--- src/rtl/cnt_pkg.sv ---
// Shared constants for the parametrised up/down counter: terminal-mode encodings.
package cnt_pkg;

    localparam logic [1:0] CNT_WRAP    = 2'b00;
    localparam logic [1:0] CNT_SAT     = 2'b01;
    localparam logic [1:0] CNT_ONESHOT = 2'b10;

endpackage

--- src/rtl/param_updown_counter.sv ---
// Up/down counter with programmable width and modulus, parallel load and
// wrap / saturate / one-shot terminal behaviour.
module param_updown_counter
    import cnt_pkg::*;
#(
    parameter int unsigned WIDTH     = 4,
    parameter int unsigned MODULUS   = 2 ** WIDTH,
    parameter int unsigned RESET_VAL = 0
) (
    input  logic             clk,
    input  logic             rst,
    input  logic             en,
    input  logic             up_dn,
    input  logic [1:0]       mode,
    input  logic             load,
    input  logic [WIDTH-1:0] load_val,
    output logic [WIDTH-1:0] q,
    output logic             tc,
    output logic             zero,
    output logic             done
);

    localparam logic [WIDTH-1:0] MAX   = WIDTH'(MODULUS - 1);
    localparam logic [WIDTH-1:0] RST_Q = WIDTH'(RESET_VAL);

    logic [WIDTH-1:0] r_q;
    logic             r_tc;
    logic             r_done;

    logic [WIDTH-1:0] w_q_next;
    logic             w_tc_next;
    logic             w_done_next;
    logic             w_at_term;

    assign w_at_term = up_dn ? (r_q == MAX) : (r_q == '0);

    always_comb begin
        w_q_next    = r_q;
        w_tc_next   = 1'b0;
        w_done_next = r_done;
        if (load) begin
            w_q_next    = (load_val > MAX) ? MAX : load_val;
            w_done_next = 1'b0;
        end else if (en && !r_done) begin
            if (!w_at_term) begin
                w_q_next = up_dn ? r_q + 1'b1 : r_q - 1'b1;
            end else begin
                w_tc_next = 1'b1;
                case (mode)
                    CNT_SAT:     w_q_next = r_q;
                    CNT_ONESHOT: w_done_next = 1'b1;
                    // Reserved encoding behaves as wrap.
                    default:     w_q_next = up_dn ? '0 : MAX;
                endcase
            end
        end
    end

    always_ff @(posedge clk) begin
        if (rst) begin
            r_q    <= RST_Q;
            r_tc   <= 1'b0;
            r_done <= 1'b0;
        end else begin
            r_q    <= w_q_next;
            r_tc   <= w_tc_next;
            r_done <= w_done_next;
        end
    end

    assign q    = r_q;
    assign tc   = r_tc;
    assign done = r_done;
    assign zero = (r_q == '0);

endmodule

--- config.mk ---
export PLATFORM = sky130hd
export DESIGN_NAME = param_updown_counter
export DESIGN_NICKNAME = d
export VERILOG_FILES = /design/src/rtl/cnt_pkg.sv /design/src/rtl/param_updown_counter.sv
export SDC_FILE = /design/constraint.sdc
export NUM_CORES = 1
export LEC_CHECK = 0
export ABC_AREA = 1
export BUFFER_PORTS_ARGS = -buffer_cell sky130_fd_sc_hd__buf_2
export CAP_MARGIN = 20
export CORE_AREA = 4 4 41 43
export DETAILED_ROUTE_END_ITERATION = 8
export DIE_AREA = 0 0 45 47
export GPL_TIMING_DRIVEN = 0
export PLACE_DENSITY = 0.65
export REMOVE_ABC_BUFFERS = 1
export SETUP_SLACK_MARGIN = 0.4
export SLEW_MARGIN = 20
export SYNTH_ARGS = -nofsm -noshare
export SYNTH_HDL_FRONTEND = slang
export SYNTH_SLANG_ARGS = --single-unit
--- constraint.sdc ---
create_clock -name clk -period 3.1 [get_ports clk]
set_input_delay 0.775 -clock clk [delete_from_list [all_inputs] [get_ports clk]]
set_output_delay 0.775 -clock clk [all_outputs]
set_load 0.005 [all_outputs]
Yosys cells after proc, flatten, opt, wreduce, memory -nomap -nowiden --
Index checks and enable logic that the tools add are counted.
Operators by class: $add $sub $neg 2, magnitude comparators 1, equal/unequal tests 4, muxes and demuxes 9, bitwise logic cells 1, reductions and logical operators 9
Operators by type and width (number):
- $mux 4 | 7
- $add 4x1->4 const B | 1
- $eq 4x4->1 const B | 1
- $gt 4x4->1 const B | 1
- $logic_not 4->1 | 1
- $reduce_or 2->1 | 2
- $sub 4x1->4 const B | 1
- $ne 3x3->1 const B | 1
- $reduce_and 3->1 | 1
- $reduce_or 3->1 | 1
- $eq 2x1->1 const B | 1
- $eq 2x2->1 const B | 1
- $mux 1 | 2
- $reduce_and 2->1 | 1
- $reduce_bool 2->1 | 1
- $logic_and 1x1->1 | 1
- $logic_not 1->1 | 1
- $not 1->1 | 1
Storage, ports and cells: register bits after elaboration 6, input bits 11, word-level logic and storage cells 29

Logic depth before layout (Yosys ltp) --
Gate-level depths: netlist of run 1.
depth in word-level cells 6, depth in mapped cells 9, mapped depth without buffers 9

Least setup slack after synthesis of run 1 --
Ideal clock, no wire load.
path kind input to register, from input port up_dn, to register r_q[2] (netlist: q[2]), setup time 113 ps, arrival time 1676 ps, data required time 2987 ps, setup slack 1311 ps, cell stages on the path 9, cells stage by stage inv_1 -> fa_1 -> xor2_1 -> nand2_1 -> nand2_1 -> nand2_1 -> nand2_1 -> nand2_1 -> nor2_1
On the way: cells in the longest elaborated chain, start to end 5
Ends and longest elaborated chain:
- start, declared | RTL line param_updown_counter.sv:13 | input logic up_dn,
- $mux 4 | RTL line param_updown_counter.sv:53 | default: w_q_next = up_dn ? '0 : MAX;
- $mux 4 | RTL line param_updown_counter.sv:49 | case (mode)
- $mux 4 | RTL line param_updown_counter.sv:45 | if (!w_at_term) begin
- $mux 4 | RTL line param_updown_counter.sv:44 | end else if (en && !r_done) begin
- $mux 4 | RTL line param_updown_counter.sv:41 | if (load) begin
- end signal, assigned | RTL line param_updown_counter.sv:65 | r_q <= w_q_next;
- end, declared | RTL line param_updown_counter.sv:26 | logic [WIDTH-1:0] r_q;
Parallel ways exist; a longest one is shown, timed or not. The select of a mux whose other input is x is not followed. A chain may end at the register's enable or synchronous reset.

Worst setup path in the final report of run 1 --
from register r_q[1] (netlist: q[1]), to output port zero
On the way: cells in the longest elaborated chain, start to end 1
Ends and longest elaborated chain:
- $logic_not 4->1 | RTL line param_updown_counter.sv:74 | assign zero = (r_q == '0);
- end, declared | RTL line param_updown_counter.sv:19 | output logic zero,
Every way passes these cells.

==> metrics.yaml, run 1 <==
grt_max_degree: 9
synth_fa_ha_area_frac: 0.1098
period_needed_ns: 1.853
drc: 0
hold_path_class: "reg -> reg"
required_ns: 2.32
tritoncts: "done"
nFillCells: 153
hold_path_depth: 2
drt_pass1_iterations: 4
clock_latency_ns: 0.25
grt.total_usage: 0.1174
finalSetupViolations: 0
drive_above_1_share: 0.2857
antenna_found_initial: 0
clock_path_buffers: 2
finalMaxSlewViolations: 0
hpwl_um: 868.2
cts_sinks: 6
vias: 537
grt_pass1_wl_mm: 1.697
cts_resized: 0
multiInputGateArea_um2: 344.1
hold_slack_ns: 0.4977
core_area_um2: 1301
setup-tns-final_ns: 0
power_mw: 0.2486
worstReg2RegEnd: "q[2]"
synth_top_family_by_area: "simple AND/OR/NAND/NOR gates"
r2r_slack_ns: 1.75
crit_fanout: 7
layout.nets: 122
cap_violations: 0
die_w_um: 45
worstReg2RegStart: "q[0]"
root_buffer: "clkbuf_4"
place_congestion: 0.7972
crit_type: "reg -> out"
power.density_nw_per_um2: 382.0
port_buffers: 17
ys_ff_latch: 6
drt-initial-drc-count: 3
slew_headroom: 0.8032
die_area_um2: 2115
grt_pass1_vias: 437
regArea_um2: 120.1
hold_buffers: 0
yosys-mux-area-fraction: 0
status: "completed"
hold_path_end: "done"
gr-total-overflow: 0
netlist_area_um2: 524.3
crit_arrival_ns: 1.08
wl_mm: 1.042
via_per_inst: 4.475
reg2reg_depth: 8
io_pins: 18
worst_setup_path_end_kind: "output pin"
synth_compound_area_frac: 0.04535
clk_pin_slew_worst_paths_ns: 0.05
cts_inserted_buffers: 3
synth-simple-area-share: 0.4845
final_util: 0.5000
detail-route-antenna-nets: 0
syn2layout_area_growth_pct: 24.10
final-hold-violation-count: 0
htree_levels: 1
worst_pin_slew_ns: 0.2947
ir_worst_vdd_mv: 0.1818
leakagePower_nw: 0.4018
row_count: 13
start_kind: "flop"
yosysSeqAreaShare: 0.2291
synth_cells: 85
synth_area_per_cell_um2: 6.168
die_h_um: 47
fin_crit_sh: 0.5977
fmax_mhz: 539.7
initial_core_util: 0.4029
synth-warning-count: 0
insertedDiodeCount: 0
postCtsSetupBuffers: 0
synth_cell_types: 19
wl_per_cell_um: 8.683
skew_ns: 0.001160
rsz0062_at_grt: "no"
hold_start: "done"
synthXorXnorAreaFrac: 0.01671
-- metrics by stage --
stage               instance area, um2  setup slack, ns  std cells
CTS                              650.6            1.225        120
global placement                 628.1            1.142        117
detailed placement               628.1            1.135        117
floorplan                        524.3            1.311         85
finish                           650.6            1.247        120
global route                     650.6            1.108        120
-- layout make-up --
class / count / share of cell area
well taps: 15 / 0.02885
repair buffers: 17 / 0.1308
flip-flops and latches: 6 / 0.1846
multi-input cells: 63 / 0.5288
clock buffers: 3 / 0.03462
inverters: 16 / 0.09231
-- sequential cells by signal (all words and copies together), names as in the netlist --
name	count
done	1
q	4
tc	1
-- layer usage --
layer,global-route usage,up-vias,wire length [um]
li1,-,298,-
met2,0.1808,15,461
met4,0.08772,0,23
met3,0.04981,4,74
met1,0.1287,220,482
met5,0,-,0
-- Yosys cell counts --
cell type,instances,area [um2]
nand2_2,1,6.260
nand3_2,1,10.01
ha_1,3,37.54
a21oi_2,1,8.760
nor4_1,1,6.260
nand2_1,23,86.33
fa_1,1,20.02
or2_2,1,6.260
nand2_4,2,22.52
nor3_4,1,16.27
xor2_1,1,8.760
o21ai_0,1,5.000
nand3_1,4,20.02
nor2_1,18,67.56
inv_2,1,3.750
nor2_2,2,12.51
inv_1,15,56.30
dfxtp_1,6,120.1
a21oi_1,2,10.01
-- how the worst max path moves through the flow --
| stage | startpoint | endpoint | slack [ns] | cells after the start |
|---|---|---|---|---|
| 2_1_floorplan | up_dn | q[2] | 1.31 | 9 |
| 3_3_place_gp | up_dn | q[3] | 1.14 | 8 |
| 3_5_place_dp | up_dn | q[3] | 1.13 | 8 |
| 4_1_cts | q[1] | zero | 1.22 | 2 |
| 5_1_grt | q[1] | zero | 1.11 | 2 |
| 6_report | q[1] | zero | 1.25 | 2 |
-- report_power, final --
part	internal, mW	leakage, nW	switching [mW]
combinational	0.0355	0.338	0.0443
clock	0.0440	0.0138	0.0308
sequential	0.0835	0.0496	0.0105
total	0.163	0.402	0.0856
-- cell families after synthesis --
kind of cell             after synthesis
buffers and inverters                 16
flip-flops                             6
adder cells (fa/ha/maj)                4
XOR/XNOR                               1
AND/OR/NAND/NOR                       54
AO/OA/AOI/OAI                          4
-- cells in the final DEF, fill, tap and decap left out, types with 2 or more instances in the layout --
cell type,synthesis,routed
nand2_1,23,23
nor2_1,18,18
buf_2,0,17
inv_1,15,15
dfxtp_1,6,6
nand3_1,4,4
ha_1,3,3
clkbuf_4,0,3
nor2_2,2,2
nand2_4,2,2
a21oi_1,2,2
-- worst max-delay path: stages (launching register included) --
cell and delay, ns:
dfxtp_1 0.38, nor4_1 0.29, buf_2 0.16
No activity file was read; power rests on OpenSTA's default activity.
==> run 2: changes to the inputs <==
==> constraint.sdc (replaced) <==
create_clock -name clk -period 1.76 [get_ports clk]
set_input_delay 0.44 -clock clk [delete_from_list [all_inputs] [get_ports clk]]
set_output_delay 0.44 -clock clk [all_outputs]
set_load 0.005 [all_outputs]
==> metrics.yaml, run 2 (synthesized netlist as in run 1, its figures left out) <==
required_ns: 1.32  # was 2.32 ns
finalSetupViolations: 0  # unchanged
cp-startpoint: "q[3]"  # was q[1]
layout.nets: 123  # was 122
wl_per_cell_um: 8.876  # was 8.683 um
layout_common_cells: "nand2_1 (23), nor2_1 (18), buf_2 (17), inv_1 (14), nand3_1 (4)"  # was nand2_1 (23), nor2_1 (18), buf_2 (17), inv_1 (15), dfxtp_1 (6)
clock_latency_ns: 0.25  # about the same
dpl.cell_count: 117  # unchanged
hpwl_um: 868.2  # unchanged
grt.total_usage: 0.1205  # was 0.1174
grt_pass1_vias: 441  # was 437
start_kind: "flop"  # unchanged
crit_arrival_ns: 0.97  # was 1.08 ns
root_buffer: "clkbuf_4"  # unchanged
final_cells: 121  # was 120
place_congestion: 0.7972  # unchanged
power_mw: 0.4533  # was 0.2486 mW
setup-tns-final_ns: 0  # unchanged
ir_worst_vdd_mv: 0.3054  # was 0.1818 mV
via_per_inst: 4.479  # was 4.475
final-hold-violation-count: 0  # unchanged
cap_violations: 0  # unchanged
placed_area_um2: 628.1  # unchanged
worst_setup_path_end_kind: "output pin"  # unchanged
drc: 0  # unchanged
clk_pin_slew_worst_paths_ns: 0.05  # about the same
slowest_delay_ns: 0.34  # was 0.38 ns
cp_cell_sequence: "nor4_2 -> buf_2"  # was nor4_1 -> buf_2
port_buffers: 17  # unchanged
io_pins: 18  # unchanged
cts_sinks: 6  # unchanged
finalMaxSlewViolations: 0  # unchanged
core_area_um2: 1301  # unchanged
crit_type: "reg -> out"  # unchanged
insertedDiodeCount: 0  # unchanged
syn2layout_area_growth_pct: 31.26  # was 24.10%
dp_slack_ns: 0.1298  # was 1.135 ns
hold_slack_ns: 0.4168  # was 0.4977 ns
fin_crit_sh: 0.8020
slowest_stage: "dfxtp_4"  # was dfxtp_1
tritoncts: "done"  # unchanged
skew_ns: 0.0002600  # was 0.001160 ns
worst_pin_slew_ns: 0.2474  # was 0.2947 ns
setup_slack_ns: 0.3485  # was 1.247 ns
status: "completed"  # unchanged
die_w_um: 45  # unchanged
hold_path_class: "in -> reg"  # was reg -> reg
row_count: 13  # unchanged
cts_inserted_buffers: 3  # unchanged
period_needed_ns: 1.412
vias: 542  # was 537
die_h_um: 47  # unchanged
layout_commonest_cell: "nand2_1"  # unchanged
power.density_nw_per_um2: 658.7  # was 382.0 nW/um2
crit_fanout: 2  # was 7
largest_reg_flops: 4  # unchanged
hold_start: "load"  # was done
drt_pass1_iterations: 4  # unchanged
initial_core_util: 0.4029  # unchanged
htree_levels: 1  # unchanged
final_util: 0.5288  # was 0.5000
wl_mm: 1.074  # was 1.042 mm
worstReg2RegStart: "q[2]"  # was q[0]
slew_headroom: 0.8345  # was 0.8032
final_area_um2: 688.2  # was 650.6 um2
die_area_um2: 2115  # unchanged
fmax_mhz: 708.5
detail-route-antenna-nets: 0  # unchanged
grt_pass1_wl_mm: 1.738  # was 1.697 mm
drt-initial-drc-count: 10  # was 3
rsz0062_at_grt: "yes"  # was no
grt_max_degree: 9  # unchanged
leakagePower_nw: 0.4095  # was 0.4018 nW
antenna_found_initial: 0  # unchanged
gr-total-overflow: 0  # unchanged
drive_above_1_share: 0.3679  # was 0.2857
clock_path_buffers: 2  # unchanged
-- run 2: metal layers --
metal / GRT usage / up-vias / share of wire
li1: - / 300 / -
met1: 0.1310 / 220 / 0.47
met2: 0.1893 / 17 / 0.43
met3: 0.04981 / 5 / 0.075
met4: 0.08772 / 0 / 0.028
met5: 0 / - / 0
-- run 2: repair_timing --
action,in CTS,in global routing
gates resized for setup,6,5
hold buffers,0,0
setup endpoints to repair,4,6
buffers inserted,1,0
pin swaps,1,0
-- run 2: layout make-up --
| cell class | count | area, um2 |
|---|---|---|
| well taps | 15 | 18.77 |
| clock buffers | 3 | 22.52 |
| repair buffers | 18 | 92.59 |
| multi-input cells | 63 | 364.1 |
| fillers | 145 | 613.1 |
| flip-flops and latches | 6 | 130.1 |
| inverters | 16 | 60.06 |
-- run 2: power by group --
part	switching (mW)	internal [mW]	leakage [nW]
combinational	0.0849	0.0696	0.345
clock	0.0541	0.0774	0.0138
sequential	0.0184	0.149	0.0511
-- run 2: worst paths after layout --
kind	to	slack, ns	depth (start not counted)
max	zero	0.35	2
min	tc	0.42	2
max reg2reg	q[3]	0.49	6
min reg2reg	done	0.50	2
-- run 2: worst max-delay path: cells and delay by family, from the launching register on --
family / cells / cell delay (ns)
buffers and inverters: 1 / 0.14
and+or+nand+nor: 1 / 0.24
DFF: 1 / 0.34
==> run 3: changes to the inputs <==
==> constraint.sdc (replaced) <==
create_clock -name clk -period 1.35 [get_ports clk]
set_input_delay 0.3375 -clock clk [delete_from_list [all_inputs] [get_ports clk]]
set_output_delay 0.3375 -clock clk [all_outputs]
set_load 0.005 [all_outputs]
==> metrics.yaml, run 3 (synthesized netlist as in run 1, its figures left out) <==
status: "completed"  # unchanged
layout_commonest_cell: "nand2_1"  # unchanged
fin_crit_sh: 0.9877
row_count: 13  # unchanged
finalSetupViolations: 0  # unchanged
final-hold-violation-count: 0  # unchanged
htree_levels: 1  # unchanged
crit_fanout: 2  # unchanged
skew_ns: 0.001868  # was 0.0002600 ns
power.density_nw_per_um2: 819.9  # was 658.7 nW/um2
fmax_mhz: 750.0
worst_setup_path_end_kind: "output pin"  # unchanged
required_ns: 1.01  # was 1.32 ns
crit_arrival_ns: 1.00  # was 0.97 ns
grt_max_degree: 8  # was 9
drive_above_1_share: 0.5351  # was 0.3679
clock_path_buffers: 2  # unchanged
detail-route-antenna-nets: 0  # unchanged
pwr-share-seq: 0.305  # was 0.369
combPwrFrac: 0.459  # was 0.341
die_area_um2: 2115  # unchanged
clkPwrFrac: 0.237  # was 0.290
power.share.switching: 0.3518  # was 0.3473
io_pins: 18  # unchanged
slew_headroom: 0.8104  # was 0.8345
hold_path_class: "in -> reg"  # unchanged
die_h_um: 47  # unchanged
via_per_inst: 4.543  # was 4.479
cts_sinks: 6  # unchanged
grt_pass1_wl_mm: 2.173  # was 1.738 mm
wl_per_cell_um: 10.68  # was 8.876 um
antenna_found_initial: 0  # unchanged
gr-total-overflow: 0  # unchanged
core_area_um2: 1301  # unchanged
port_buffers: 17  # unchanged
ir_worst_vdd_mv: 0.4298  # was 0.3054 mV
die_w_um: 45  # unchanged
clk_pin_slew_worst_paths_ns: 0.05  # about the same
final_cells: 129  # was 121
setup-tns-final_ns: 0  # unchanged
drc: 0  # unchanged
rsz0062_at_grt: "yes"  # unchanged
syn2layout_area_growth_pct: 67.54  # was 31.26%
dpl.cell_count: 117  # unchanged
tritoncts: "done"  # unchanged
layout_common_cells: "nand2_1 (18), nor2_1 (15), inv_1 (14), buf_2 (12), buf_6 (10)"  # was nand2_1 (23), nor2_1 (18), buf_2 (17), inv_1 (14), nand3_1 (4)
crit_type: "reg -> out"  # unchanged
grt.total_usage: 0.1496  # was 0.1205
drt-initial-drc-count: 5  # was 10
leakagePower_nw: 0.4737  # was 0.4095 nW
drt_pass1_iterations: 4  # unchanged
place_congestion: 0.7972  # unchanged
root_buffer: "clkbuf_4"  # unchanged
netSwitchingPower_mw: 0.2533  # was 0.1574 mW
cts_inserted_buffers: 3  # unchanged
cap_violations: 0  # unchanged
hpwl_um: 868.2  # unchanged
finalMaxSlewViolations: 0  # unchanged
wl_mm: 1.378  # was 1.074 mm
clock_latency_ns: 0.25  # about the same
insertedDiodeCount: 0  # unchanged
largest_reg_flops: 4  # unchanged
period_needed_ns: 1.333
vias: 586  # was 542
worst_pin_slew_ns: 0.2834  # was 0.2474 ns
initial_core_util: 0.4029  # unchanged
final_util: 0.6750  # was 0.5288
layout.nets: 131  # was 123
p_int_mw: 0.4668  # was 0.2958 mW
grt_pass1_vias: 537  # was 441
start_kind: "flop"  # unchanged
[run 3: cell count changes in the layout (fill, tap and decap cells not counted), sizes merged]
| cell | before | now |
|---|---|---|
| buf | 18 | 26 |
[run 3: stage by stage]
step | hold slack, ns | instance area (um2) | power, mW | setup slack [ns]
after floorplan | 0.4074 | 524.3 | 0.3461 | -0.001040
after global placement | 0.4882 | 628.1 | 0.4023 | -0.1708
after detailed placement | 0.4946 | 628.1 | 0.4047 | -0.1777
after CTS | 0.3043 | 830.8 | 0.6943 | 0.01137
after global routing | 0.2977 | 878.3 | 0.7812 | -0.04287
final | 0.3061 | 878.3 | 0.7201 | 0.01661
[run 3: path summary, 6_finish.rpt]
kind              from  endpoint  slack [ns]  depth (start not counted)
hold / removal    load        tc        0.31                          2
setup reg to reg  q[2]      q[2]        0.02                          9
setup / recovery  q[3]      zero        0.02                          2
hold reg to reg   done      done        0.48                          2
[run 3: timing repair]
item | CTS | global route
gates resized for setup | 33 | 8
pin swaps | 16 | 3
setup endpoints to repair | 13 | 13
buffers inserted | 8 | 1
hold buffers | 0 | 0
[run 3: layout make-up]
cell class	instances	area [um2]
Clock buffer	3	22.52
Fill cell	119	422.9
Inverter	16	60.06
Multi-Input combinational cell	63	436.7
Sequential cell	6	137.6
Tap cell	15	18.77
Timing Repair Buffer	26	202.7
[run 3: critical path, stage by stage (launching register included)]
cell	delay [ns]
dfxtp_4	0.35
nor4_4	0.25
buf_2	0.15
[run 3: metal layers]
layer / up-vias / global-route usage / routed length [um]
met5: - / 0 / 0
met4: 0 / 0.1228 / 30
met3: 5 / 0.05364 / 73
met2: 17 / 0.2486 / 682
met1: 247 / 0.1510 / 592
li1: 317 / - / -
[run 3: power by group through the flow]
stage	registers, mW	clock network (mW)	logic [mW]
after floorplan	0.216	0	0.130
after global placement	0.220	0	0.183
after detailed placement	0.220	0	0.185
after CTS	0.213	0.185	0.297
after global routing	0.222	0.195	0.364
final	0.220	0.170	0.330
